File: config.mk
export PLATFORM = sky130hd
export DESIGN_NAME = sha1_msg_padder
export DESIGN_NICKNAME = d
export VERILOG_FILES = /design/src/rtl/sha1_msg_padder.sv
export SDC_FILE = /design/constraint.sdc
export NUM_CORES = 1
export LEC_CHECK = 0
export CAP_MARGIN = 20
export CORE_UTILIZATION = 51
export CTS_CLUSTER_SIZE = 20
export DETAILED_ROUTE_END_ITERATION = 10
export MAX_ROUTING_LAYER = met4
export PLACE_DENSITY = 0.74
export RECOVER_POWER = 50
export SLEW_MARGIN = 20
export SYNTH_ARGS = -nofsm -noshare
export SYNTH_HDL_FRONTEND = slang
export SYNTH_SLANG_ARGS = --single-unit
File: constraint.sdc
create_clock -name clk -period 19.1 [get_ports clk]
set_input_delay 5.73 -clock clk [delete_from_list [all_inputs] [get_ports clk]]
set_output_delay 5.73 -clock clk [all_outputs]
set_load 0.02 [all_outputs]
File: src/rtl/sha1_msg_padder.sv
// SHA-1 message padder: buffers a 32-bit big-endian word stream into 16-word blocks,
// appends marker/zero-fill/bit-length, and sequences the compression core per block.
module sha1_msg_padder #(
  parameter logic [159:0] IV = 160'h67452301EFCDAB8998BADCFE10325476C3D2E1F0
) (
  input  logic         clk,
  input  logic         reset,
  input  logic [31:0]  in_data,
  input  logic [2:0]   in_nbytes,
  input  logic         in_last,
  input  logic         in_valid,
  output logic         in_ready,
  output logic [31:0]  din,
  output logic         load,
  output logic         start,
  output logic         use_prev_cv,
  output logic [159:0] cv,
  input  logic         core_busy,
  input  logic [159:0] core_cv_next,
  output logic [159:0] digest,
  output logic         digest_valid
);
  typedef enum logic [2:0] {FILL, PAD, BURST, START, GUARD, WAIT, DONE} state_t;

  state_t      state, state_nxt;
  logic [31:0] mbuf [16];
  logic [3:0]  widx;
  logic [60:0] byte_cnt;
  logic        first_blk, marker_done, len_wr, final_blk, tail;
  logic        take;
  logic [2:0]  nb;
  logic [63:0] bit_len;
  logic [31:0] tail_word, pad_word, din_d;
  logic        load_d, start_d, upc_d;

  assign cv       = IV;
  assign in_ready = (state == FILL) && !reset;
  assign take     = in_valid && in_ready;
  assign bit_len  = {byte_cnt, 3'b000};
  assign nb       = !in_last ? 3'd4 : (in_nbytes > 3'd4) ? 3'd4 : in_nbytes;

  // Final word: keep n data bytes, marker in byte n, zeros below.
  always_comb begin
    case (in_nbytes)
      3'd0:    tail_word = 32'h8000_0000;
      3'd1:    tail_word = {in_data[31:24], 24'h80_0000};
      3'd2:    tail_word = {in_data[31:16], 16'h8000};
      3'd3:    tail_word = {in_data[31:8], 8'h80};
      default: tail_word = in_data;
    endcase
  end

  // len_wr records at index 14 whether the marker already fit, i.e. this block carries the length.
  always_comb begin
    pad_word = 32'h0;
    if (!marker_done)                  pad_word = 32'h8000_0000;
    else if (widx == 4'd14)            pad_word = bit_len[63:32];
    else if (widx == 4'd15 && len_wr)  pad_word = bit_len[31:0];
  end

  always_ff @(posedge clk or posedge reset) begin
    if (reset) state <= FILL;
    else       state <= state_nxt;
  end

  always_comb begin
    state_nxt = state;
    case (state)
      FILL:  if (take) begin
               if (widx == 4'd15)  state_nxt = BURST;
               else if (in_last)   state_nxt = PAD;
             end
      PAD:   if (widx == 4'd15) state_nxt = BURST;
      BURST: if (widx == 4'd15) state_nxt = START;
      START: state_nxt = GUARD;
      GUARD: state_nxt = WAIT;
      WAIT:  if (!core_busy) state_nxt = final_blk ? DONE : (tail ? PAD : FILL);
      DONE:  state_nxt = FILL;
      default: state_nxt = FILL;
    endcase
  end

  always_comb begin
    load_d  = 1'b0;
    start_d = 1'b0;
    upc_d   = 1'b0;
    din_d   = din;
    case (state)
      BURST: begin load_d = 1'b1; din_d = mbuf[widx]; end
      START: begin start_d = 1'b1; upc_d = !first_blk; end
      default: ;
    endcase
  end

  always_ff @(posedge clk) begin
    if (state == PAD) mbuf[widx] <= pad_word;
    else if (take)    mbuf[widx] <= in_last ? tail_word : in_data;
  end

  // widx wraps to 0 at the end of every fill/pad/burst pass, so each phase starts aligned.
  always_ff @(posedge clk or posedge reset) begin
    if (reset) begin
      widx        <= '0;
      byte_cnt    <= '0;
      first_blk   <= 1'b1;
      marker_done <= 1'b0;
      len_wr      <= 1'b0;
      final_blk   <= 1'b0;
      tail        <= 1'b0;
    end else begin
      case (state)
        FILL: begin
          len_wr    <= 1'b0;
          final_blk <= 1'b0;
          if (take) begin
            byte_cnt <= byte_cnt + {58'd0, nb};
            widx     <= widx + 4'd1;
            if (in_last) begin
              tail        <= 1'b1;
              marker_done <= (in_nbytes < 3'd4);
            end
          end
        end
        PAD: begin
          widx        <= widx + 4'd1;
          marker_done <= 1'b1;
          if (widx == 4'd14) len_wr <= marker_done;
          if (widx == 4'd15 && len_wr) final_blk <= 1'b1;
        end
        BURST: widx <= widx + 4'd1;
        START: first_blk <= 1'b0;
        DONE: begin
          byte_cnt    <= '0;
          widx        <= '0;
          first_blk   <= 1'b1;
          marker_done <= 1'b0;
          tail        <= 1'b0;
          final_blk   <= 1'b0;
        end
        default: ;
      endcase
    end
  end

  always_ff @(posedge clk or posedge reset) begin
    if (reset) begin
      load         <= 1'b0;
      start        <= 1'b0;
      use_prev_cv  <= 1'b0;
      din          <= '0;
      digest       <= '0;
      digest_valid <= 1'b0;
    end else begin
      load         <= load_d;
      start        <= start_d;
      use_prev_cv  <= upc_d;
      din          <= din_d;
      digest_valid <= (state == DONE);
      if (state == DONE) digest <= core_cv_next;
    end
  end
endmodule
==> flow_summary_export.csv, run 1 <==
group,metric,value,unit
outcome,status,"finished, violations left",
outcome,violations,"design-rule violations, max-capacitance violations, max-slew violations",
setup_path,critPathLaunchType,"primary input",
floorplan,dieArea,64400,µm²
clock_network,cts_made_buffers,80,
routing,ant_nets,0,
power_and_ir_drop,powerDensity,146,nW/µm²
grt,grt_pass1_wl,133,mm
setup_path,endpoint_kind,"output port",
logic_synthesis,yosysTopAreaCellShare,0.476,
sta,hold_ws,465,ps
cells_and_area,n_fill_cell,4588,
sta,rsz0062_at_grt,"no",
power_and_ir_drop,pwr-share-clk,0.276,
clock_network,clock_sinks,781,
grt,grtUsageTotal,0.295,
clock_network,postCtsHoldBufs,0,
clock_network,cts_tree,"built",
floorplan,start_util,0.520,
placement,dp.cells,3403,
clock_network,postCtsSetupRepairBufs,0,
sta,tns,0,ps
logic_synthesis,synthFlopType,"edfxtp_1",
logic_synthesis,synth_area_leaders,"edfxtp_1 (48%), dfrtp_1 (21%), mux4_2 (8.9%)",
sta,slew_headroom,-2.93,
sta,worst_pin_slew,5900,ps
logic_synthesis,syn_area,32300,µm²
cells_and_area,multi_input_area,9100,µm²
clock_network,post_cts_resized,0,
flow_run,cap_violations,18,
sta,fmax,75.0,MHz
clock_network,clk_pin_slew,60,ps
grt,grt_max_degree,141,
grt,grt-ovfl-total,0,
routing,routed_wl,91.6,mm
routing,drtIter0Drc,2155,
clock_network,h-tree-depth,3,
sta,maxSlewViolCount,932,
grt,grt_pass1_vias,20200,
clock_network,ctsLongestPathBuffers,3,
routing,via_per_inst,5.71,
setup_path,critPathMaxFanout,5,
routing,route.detailed.drc,2,
logic_synthesis,ys_seq_elements,781,
clock_network,ctsRootBufferMaster,"clkbuf_16",
routing,dr.pass1.iters,11,
floorplan,design.core.area,62200,µm²
setup_path,cp.arrival,7590,ps
cells_and_area,fin_util,0.632,
sta,finalSetupViolations,0,
clock_network,insertion_delay,620,ps
routing,wl_per_cell,25.7,µm
setup_path,cp.required,13370,ps
setup_path,critPathKind,"in -> out",
grt,antenna_found_initial,18,
logic_synthesis,synth_warnings,0,
floorplan,boundaryPins,557,
power_and_ir_drop,switching_share,0.328,
logic_synthesis,avgSynthCellArea,14.3,µm²
cells_and_area,nets,2857,
sta,hold_violations,0,
cells_and_area,final_cells,3568,
logic_synthesis,ys_seq_area_frac,0.684,
logic_synthesis,yosysMostFrequentCell,"nand2_1",
placement,port-buffer-count,396,
floorplan,rows,91,
sta,layout_min_cycle_time,13320,ps
power_and_ir_drop,ir_drop,0.122,mV
logic_synthesis,synth_async_sr_flop_share,0.344,
logic_synthesis,ys_types,57,
setup_path,reg2reg_slack,7750,ps
cells_and_area,areaGrowthSynthToFinish,21.5,%
logic_synthesis,synth_edf_count,512,
cells_and_area,final_layout_size_suffix_gt1_frac,0.118,
power_and_ir_drop,leakage,14.7,nW
floorplan,die_h,254,µm
logic_synthesis,ys_top_cells_by_count,"nand2_1 (554), edfxtp_1 (512), dfrtp_1 (268)",
logic_synthesis,synth_area_leader_cell,"edfxtp_1",
power_and_ir_drop,p_int,3.85,mW
floorplan,dieWidth,254,µm
logic_synthesis,postSynthCellCount,2258,
routing,vias,20400,
sta,timing.final.crit_share,0.698,
worst_hold_path,hp-class,"reg -> reg",
placement,place_congestion,0.969,
sta,skew,18.5,ps
cells_and_area,seqCellArea,22100,µm²
power_and_ir_drop,seqPwrFrac,0.420,
power_and_ir_drop,p_sw,1.88,mW
placement,dpl.hpwl,58.8,mm
power_and_ir_drop,pwr-share-comb,0.304,
-- kinds of logic after synthesis --
| group | after synthesis | share of synthesized area |
|---|---|---|
| buf+inv | 312 | 0.0553 |
| mux | 201 | 0.113 |
| flops | 781 | 0.684 |
| other cells | 2 | 0.000232 |
| xor+xnor | 26 | 0.00705 |
| fa+ha+maj | 8 | 0.00333 |
| compound gates | 153 | 0.0355 |
| simple gates | 775 | 0.102 |
-- layout make-up --
type | count | area share
Sequential cell | 781 | 0.563
Clock buffer | 105 | 0.0549
Inverter | 38 | 0.00373
Timing Repair Buffer | 425 | 0.107
Multi-Input combinational cell | 1323 | 0.232
Antenna cell | 15 | 0.000956
Clock inverter | 44 | 0.0125
Tap cell | 837 | 0.0267
-- final timing paths --
kind                       cells past startpoint   startpoint            to
setup / recovery                               4        reset      in_ready
hold / removal                                 2  digest[109]   digest[109]
setup reg to reg                               7     state[1]    digest[92]
hold reg to reg                                2  digest[109]   digest[109]
max in group asynchronous                      2        reset   digest[115]
min in group asynchronous                      2        reset  digest_valid
-- worst max-delay path, stage by stage --
cell	delay (ps)
dlygate4sd3_1	580
or4_1	530
clkinv_2	140
clkdlybuf4s50_1	620
-- state kept, by name (all words and copies together) (netlist names), 3 cells and up --
name and count:
state 3, mbuf 512, widx 4, byte_cnt 61, din 32, digest 160
-- per-layer routing --
layer / vias up / part of all wire / track usage
li1: 8757 / - / -
met1: 10500 / 0.39 / 0.390
met2: 1020 / 0.48 / 0.441
met3: 155 / 0.093 / 0.0760
met4: 0 / 0.038 / 0.115
met5: - / 0 / -
-- metrics by stage --
| stage | setup WS, ps | total power, mW | instance area, µm² |
|---|---|---|---|
| 4_1_cts | 5870 | 5.80 | 39300 |
| 2_1_floorplan | 5960 | 3.46 | 32900 |
| 3_5_place_dp | 5870 | 4.22 | 36700 |
| 5_1_grt | 5720 | 5.95 | 39300 |
| 6_report | 5780 | 5.72 | 39300 |
| 3_3_place_gp | 5860 | 4.17 | 36700 |
-- power by group through the flow --
stage	combinational [mW]	sequential, mW	clock (mW)
global route	1.86	2.44	1.66
detailed placement	1.78	2.44	0
finish	1.74	2.41	1.58
floorplan	0.936	2.52	0
CTS	1.80	2.41	1.59
global placement	1.75	2.42	0
-- placed cells by master (no fill, tap or decap), types with 9 or more instances in the layout --
cell type,instances
edfxtp_1,512
clkbuf_1,30
dfrtp_1,266
or4_1,15
mux2_2,32
a222oi_1,18
nor4_1,10
nand2_1,553
or3_1,10
dlygate4sd3_1,198
o21ai_0,27
nor2_1,52
mux4_2,128
xnor2_1,11
nand3_1,32
clkinv_1,12
xor2_1,15
conb_1,160
nor3_1,46
a22oi_1,9
inv_1,35
clkinv_2,12
clkdlybuf4s50_1,198
clkbuf_16,81
diode_2,15
nand4_1,17
buf_4,16
a21oi_1,29
a221o_1,33
o31ai_1,13
mux2i_1,41
No activity file was read; power rests on OpenSTA's default activity.
==> run 2: changes to the inputs <==
Clock period 19.1 ns to 13.3 ns, I/O delays scaled along.
==> run 2 against run 1 <==
  * The run ends with max-capacitance violations, max-slew violations left
  * First-iteration DRC count is 6.6% lower
  * Utilization increased by 0.23 points
  * Worst setup slack got worse by 2600 ps
  * Cell area up 0.36%
  * Power grew 45%
  * Hold slack got worse by 4.9 ps
  * Sequential power increased by 44%
  * Critical path depth increased by 2
  * Sequential cell count unchanged
  * Global-route usage is 0.10 points higher
  * Wire length rose by 0.66%
==> flow_summary_export.csv, run 2 (synthesis results as in run 1) <==
group,metric,value,unit
setup_path,r2r_start,"state[1]",
floorplan,design.core.area,62200,µm²
clock_network,cts_tree,"built",
placement,place_congestion,0.961,
sta,timing.final.crit_share,0.764,
clock_network,postCtsHoldBufs,0,
setup_path,cp.required,13880,ps
cells_and_area,stdcell_area,39400,µm²
sta,layout_min_cycle_time,10160,ps
clock_network,post_cts_resized,0,
placement,dpl.hpwl,59.8,mm
cells_and_area,areaGrowthSynthToFinish,22.0,%
grt,grt_pass1_vias,20500,
worst_hold_path,min_path_cells,2,
sta,tns,0,ps
outcome,violations,"max-capacitance violations, max-slew violations",
routing,routed_wl,92.3,mm
setup_path,slowest_delay,4350,ps
cells_and_area,largest-register,"mbuf",
setup_path,crit_family,"buffers and inverters",
clock_network,insertion_delay,640,ps
floorplan,die_h,254,µm
flow_run,cap_violations,15,
clock_network,clock_sinks,781,
grt,antenna_found_initial,10,
cells_and_area,final_common_cell,"nand2_1",
clock_network,h-tree-depth,3,
routing,dr.pass1.iters,6,
clock_network,postCtsSetupRepairBufs,0,
setup_path,critPathLaunchType,"flip-flop",
routing,vias,20400,
power_and_ir_drop,ir_drop,0.163,mV
sta,rsz0062_at_grt,"no",
cells_and_area,nets,2860,
setup_path,reg2reg_slack,3140,ps
routing,route.detailed.drc,0,
clock_network,cts_made_buffers,81,
routing,ant_nets,0,
clock_network,clk_pin_slew,60,ps
floorplan,dieWidth,254,µm
grt,grt_pass1_wl,133,mm
grt,grt-ovfl-total,0,
setup_path,cp.arrival,10730,ps
floorplan,start_util,0.520,
cells_and_area,reg_top3,"mbuf x512, digest x160, byte_cnt x61",
floorplan,boundaryPins,557,
cells_and_area,largest_reg_flops,512,
sta,fmax,98.5,MHz
worst_hold_path,hp-start,"first_blk",
setup_path,path_buf_inv,2,
cells_and_area,final_cell_mix,"nand2_1 (553), edfxtp_1 (512), dfrtp_1 (266)",
sta,skew,28.4,ps
setup_path,path_cells,"nor2b_1, nand2_1, clkinvlp_2, clkbuf_2, or4_1, nand2_1",
worst_hold_path,hp-class,"reg -> reg",
setup_path,critPathMaxFanout,114,
clock_network,ctsRootBufferMaster,"clkbuf_16",
sta,hold_violations,0,
floorplan,rows,91,
outcome,status,"finished, violations left",
placement,port-buffer-count,396,
setup_path,worstReg2RegEnd,"byte_cnt[28]",
grt,grtUsageTotal,0.296,
grt,grt_max_degree,129,
setup_path,critPathKind,"reg -> reg",
placement,dpl_cell_area,36700,µm²
sta,worst_pin_slew,6460,ps
sta,maxSlewViolCount,768,
clock_network,ctsLongestPathBuffers,3,
routing,wl_per_cell,25.9,µm
setup_path,crit_path_top_delay_cell,"clkinvlp_2",
floorplan,dieArea,64400,µm²
sta,slew_headroom,-3.33,
setup_path,ff2ff_path_depth,6,
sta,finalSetupViolations,0,
setup_path,cpMostUsedCell,"nand2_1",
cells_and_area,fin_util,0.634,
routing,drtIter0Drc,2013,
power_and_ir_drop,leakage,14.8,nW
setup_path,endpoint_kind,"flip-flop",
worst_hold_path,hold_end,"first_blk",
cells_and_area,final_layout_size_suffix_gt1_frac,0.124,
routing,via_per_inst,5.71,
power_and_ir_drop,powerDensity,211,nW/µm²
## run 2: worst max path at each step
stage / startpoint / endpoint / slack, ps / depth (start not counted)
6_report: state[1] / byte_cnt[28] / 3140 / 6
3_3_place_gp: reset / in_ready / 3540 / 4
4_1_cts: reset / in_ready / 3540 / 4
2_1_floorplan: reset / byte_cnt[0] / 1900 / 1
3_5_place_dp: reset / in_ready / 3540 / 4
5_1_grt: state[1] / byte_cnt[28] / 2240 / 6
## run 2: area by class of cell
cell class / instances / area [µm²]
fillers: 4500 / 22700
inverters: 38 / 146
flip-flops and latches: 781 / 22100
well taps: 837 / 1050
clock buffers: 104 / 2220
clock inverters: 48 / 598
repair buffers: 427 / 4190
diodes: 10 / 25.0
multi-input cells: 1323 / 9080
## run 2: stage by stage
| step | power (mW) | cells | hold slack, ps | worst slack (ps) |
|---|---|---|---|---|
| finish | 8.31 | 3568 | 460 | 3140 |
| global route | 8.63 | 3567 | 495 | 2240 |
| CTS | 8.44 | 3557 | 460 | 3540 |
| detailed placement | 6.06 | 3405 | 450 | 3540 |
| global placement | 5.99 | 3405 | 448 | 3540 |
| floorplan | 4.97 | 2416 | 439 | 1900 |
## run 2: power breakdown
group	internal [mW]	leakage, nW	switching (mW)	total [mW]
clock network	1.40	1.38	0.980	2.37
registers	3.12	7.76	0.366	3.48
logic	1.08	5.67	1.37	2.45
total	5.59	14.8	2.71	8.31
## run 2: worst register-to-register path, cell delays in order (launching register included)
cell,delay (ps)
dfrtp_1,530
nor2b_1,270
nand2_1,2180
clkinvlp_2,4390
clkbuf_2,1760
or4_1,890
nand2_1,70
## run 2: layer usage
layer | up-vias | wire length (µm) | global-route usage | part of all wire
met5 | - | 0 | - | 0
met4 | 0 | 3810 | 0.124 | 0.041
met3 | 178 | 9500 | 0.0884 | 0.10
met2 | 1052 | 43200 | 0.442 | 0.47
met1 | 10400 | 35700 | 0.380 | 0.39
li1 | 8753 | - | - | -
==> run 3: changes to the inputs <==
Settings changed: CORE_UTILIZATION 51 to 48, PLACE_DENSITY 0.74 to 0.73.
Clock period 13.3 ns to 8.63 ns, I/O delays scaled along.
==> run 3 against run 2 <==
  * Critical path type is now in -> out
  * Non-clock buffer count is the same
  * Worst setup slack lost 2000 ps
  * Highest routed layer unchanged
  * Combinational power grew 51%
  * Sequential power grew 55%
  * Utilization shrank 3.8 points
  * Clock power grew 56%
  * Cell count grew 0.87%
  * The flow still finishes with violations (max-capacitance violations, max-slew violations)
  * Clock skew grew 3.2 ps
==> flow_summary_export.csv, run 3 (synthesis results as in run 1) <==
group,metric,value,unit
cells_and_area,final_cell_mix,"nand2_1 (553), edfxtp_1 (512), dfrtp_1 (265)",
clock_network,cts_tree,"built",
clock_network,ctsRootBufferMaster,"clkbuf_16",
routing,wl_per_cell,25.2,µm
clock_network,postCtsHoldBufs,0,
routing,wl_met2,43.4,mm
grt,grt_max_degree,160,
grt,grt-ovfl-total,0,
routing,route.detailed.drc,0,
floorplan,die_h,262,µm
routing,wl_met1,34.2,mm
routing,dr.pass1.iters,7,
setup_path,critPathLaunchType,"primary input",
setup_path,critPathMaxFanout,5,
clock_network,ctsLongestPathBuffers,3,
setup_path,cp.arrival,4850,ps
sta,layout_min_cycle_time,7440,ps
routing,wl_met3,8.66,mm
cells_and_area,nets,2861,
clock_network,post_cts_resized,0,
floorplan,dieArea,68400,µm²
clock_network,h-tree-depth,3,
floorplan,start_util,0.488,
floorplan,boundaryPins,557,
floorplan,design.core.area,66200,µm²
routing,drtIter0Drc,2089,
worst_hold_path,hp-class,"reg -> reg",
clock_network,clk_pin_slew,50,ps
cells_and_area,final_common_cell,"nand2_1",
setup_path,r2r_start,"widx[0]",
sta,maxSlewViolCount,608,
grt,antenna_found_initial,13,
placement,dp.cells,3433,
sta,rsz0062_at_grt,"no",
clock_network,clock_sinks,781,
power_and_ir_drop,p_total,12.8,mW
cells_and_area,final_cells,3599,
sta,tns,0,ps
floorplan,rows,94,
outcome,violations,"max-capacitance violations, max-slew violations",
setup_path,cp.required,6040,ps
flow_run,cap_violations,16,
setup_path,critPathKind,"in -> out",
floorplan,dieWidth,262,µm
power_and_ir_drop,powerDensity,324,nW/µm²
worst_hold_path,hp-start,"first_blk",
clock_network,cts_made_buffers,82,
grt,grtUsageTotal,0.275,
cells_and_area,largest-register,"mbuf",
placement,dpl.hpwl,59.7,mm
sta,fmax,134,MHz
grt,grt_pass1_vias,20100,
sta,worst_pin_slew,3910,ps
cells_and_area,largest_reg_flops,512,
routing,vias,20200,
clock_network,insertion_delay,640,ps
routing,via_per_inst,5.62,
clock_network,postCtsSetupRepairBufs,0,
placement,place_congestion,0.932,
outcome,status,"finished, violations left",
cells_and_area,areaGrowthSynthToFinish,22.1,%
routing,routed_wl,90.8,mm
sta,hold_violations,0,
power_and_ir_drop,leakage,14.8,nW
placement,port-buffer-count,396,
power_and_ir_drop,ir_drop,0.185,mV
setup_path,crit_start,"reset",
setup_path,endpoint_kind,"output port",
sta,slew_headroom,-1.61,
cells_and_area,reg_top3,"mbuf x512, digest x160, byte_cnt x61",
routing,top_layer_used,"met4",
sta,timing.final.crit_share,0.862,
cells_and_area,final_layout_size_suffix_gt1_frac,0.122,
grt,grt_pass1_wl,131,mm
sta,finalSetupViolations,0,
routing,ant_nets,0,
sta,skew,31.5,ps
## run 3: cell types whose count changed in the layout (fill, tap and decap cells not counted), moves of 3 or more
cell / delta
clkbuf_1: +7
clkbuf_8: -6
clkinv_2: -4
inv_16: -3
## run 3: stage by stage
step,worst slack [ps],hold slack [ps],area (µm²),util
3_5_place_dp,1490,451,36700,0.555
2_1_floorplan,2490,439,32900,-
4_1_cts,1470,461,39600,0.598
6_report,1190,457,39500,0.596
3_3_place_gp,1490,448,36700,0.555
5_1_grt,726,484,39500,0.596
## run 3: cell type report
class / instances / area (µm²)
Fill cell: 5017 / 26700
Tap cell: 864 / 1080
Timing Repair Buffer: 427 / 4170
Clock inverter: 50 / 662
Sequential cell: 781 / 22100
Multi-Input combinational cell: 1323 / 9070
Inverter: 38 / 150
Clock buffer: 104 / 2190
Antenna cell: 12 / 30.0
## run 3: path summary, 6_finish.rpt
path                          endpoint  cells after the start  slack, ps
setup / recovery              in_ready                      4       1190
hold / removal               first_blk                      2        460
setup reg to reg           mbuf[7][10]                      5       1440
hold reg to reg              first_blk                      2        460
max in group asynchronous   digest[73]                      4       2600
min in group asynchronous       din[6]                      2       3110
## run 3: power by group
group	leakage (nW)	internal (mW)	switching, mW
Combinational	5.66	1.65	2.06
Clock	1.36	2.18	1.51
Sequential	7.76	4.81	0.591
## run 3: worst max-delay path, stage by stage
cell	delay (ps)
dlygate4sd3_1	680
or4_1	580
clkinvlp_2	230
clkdlybuf4s50_1	770
## run 3: metal layers
layer  track usage  vias to the layer above
met5             -                        -
li1              -                     8743
met4         0.127                        0
met3        0.0750                      194
met1         0.345                    10300
met2         0.415                     1032
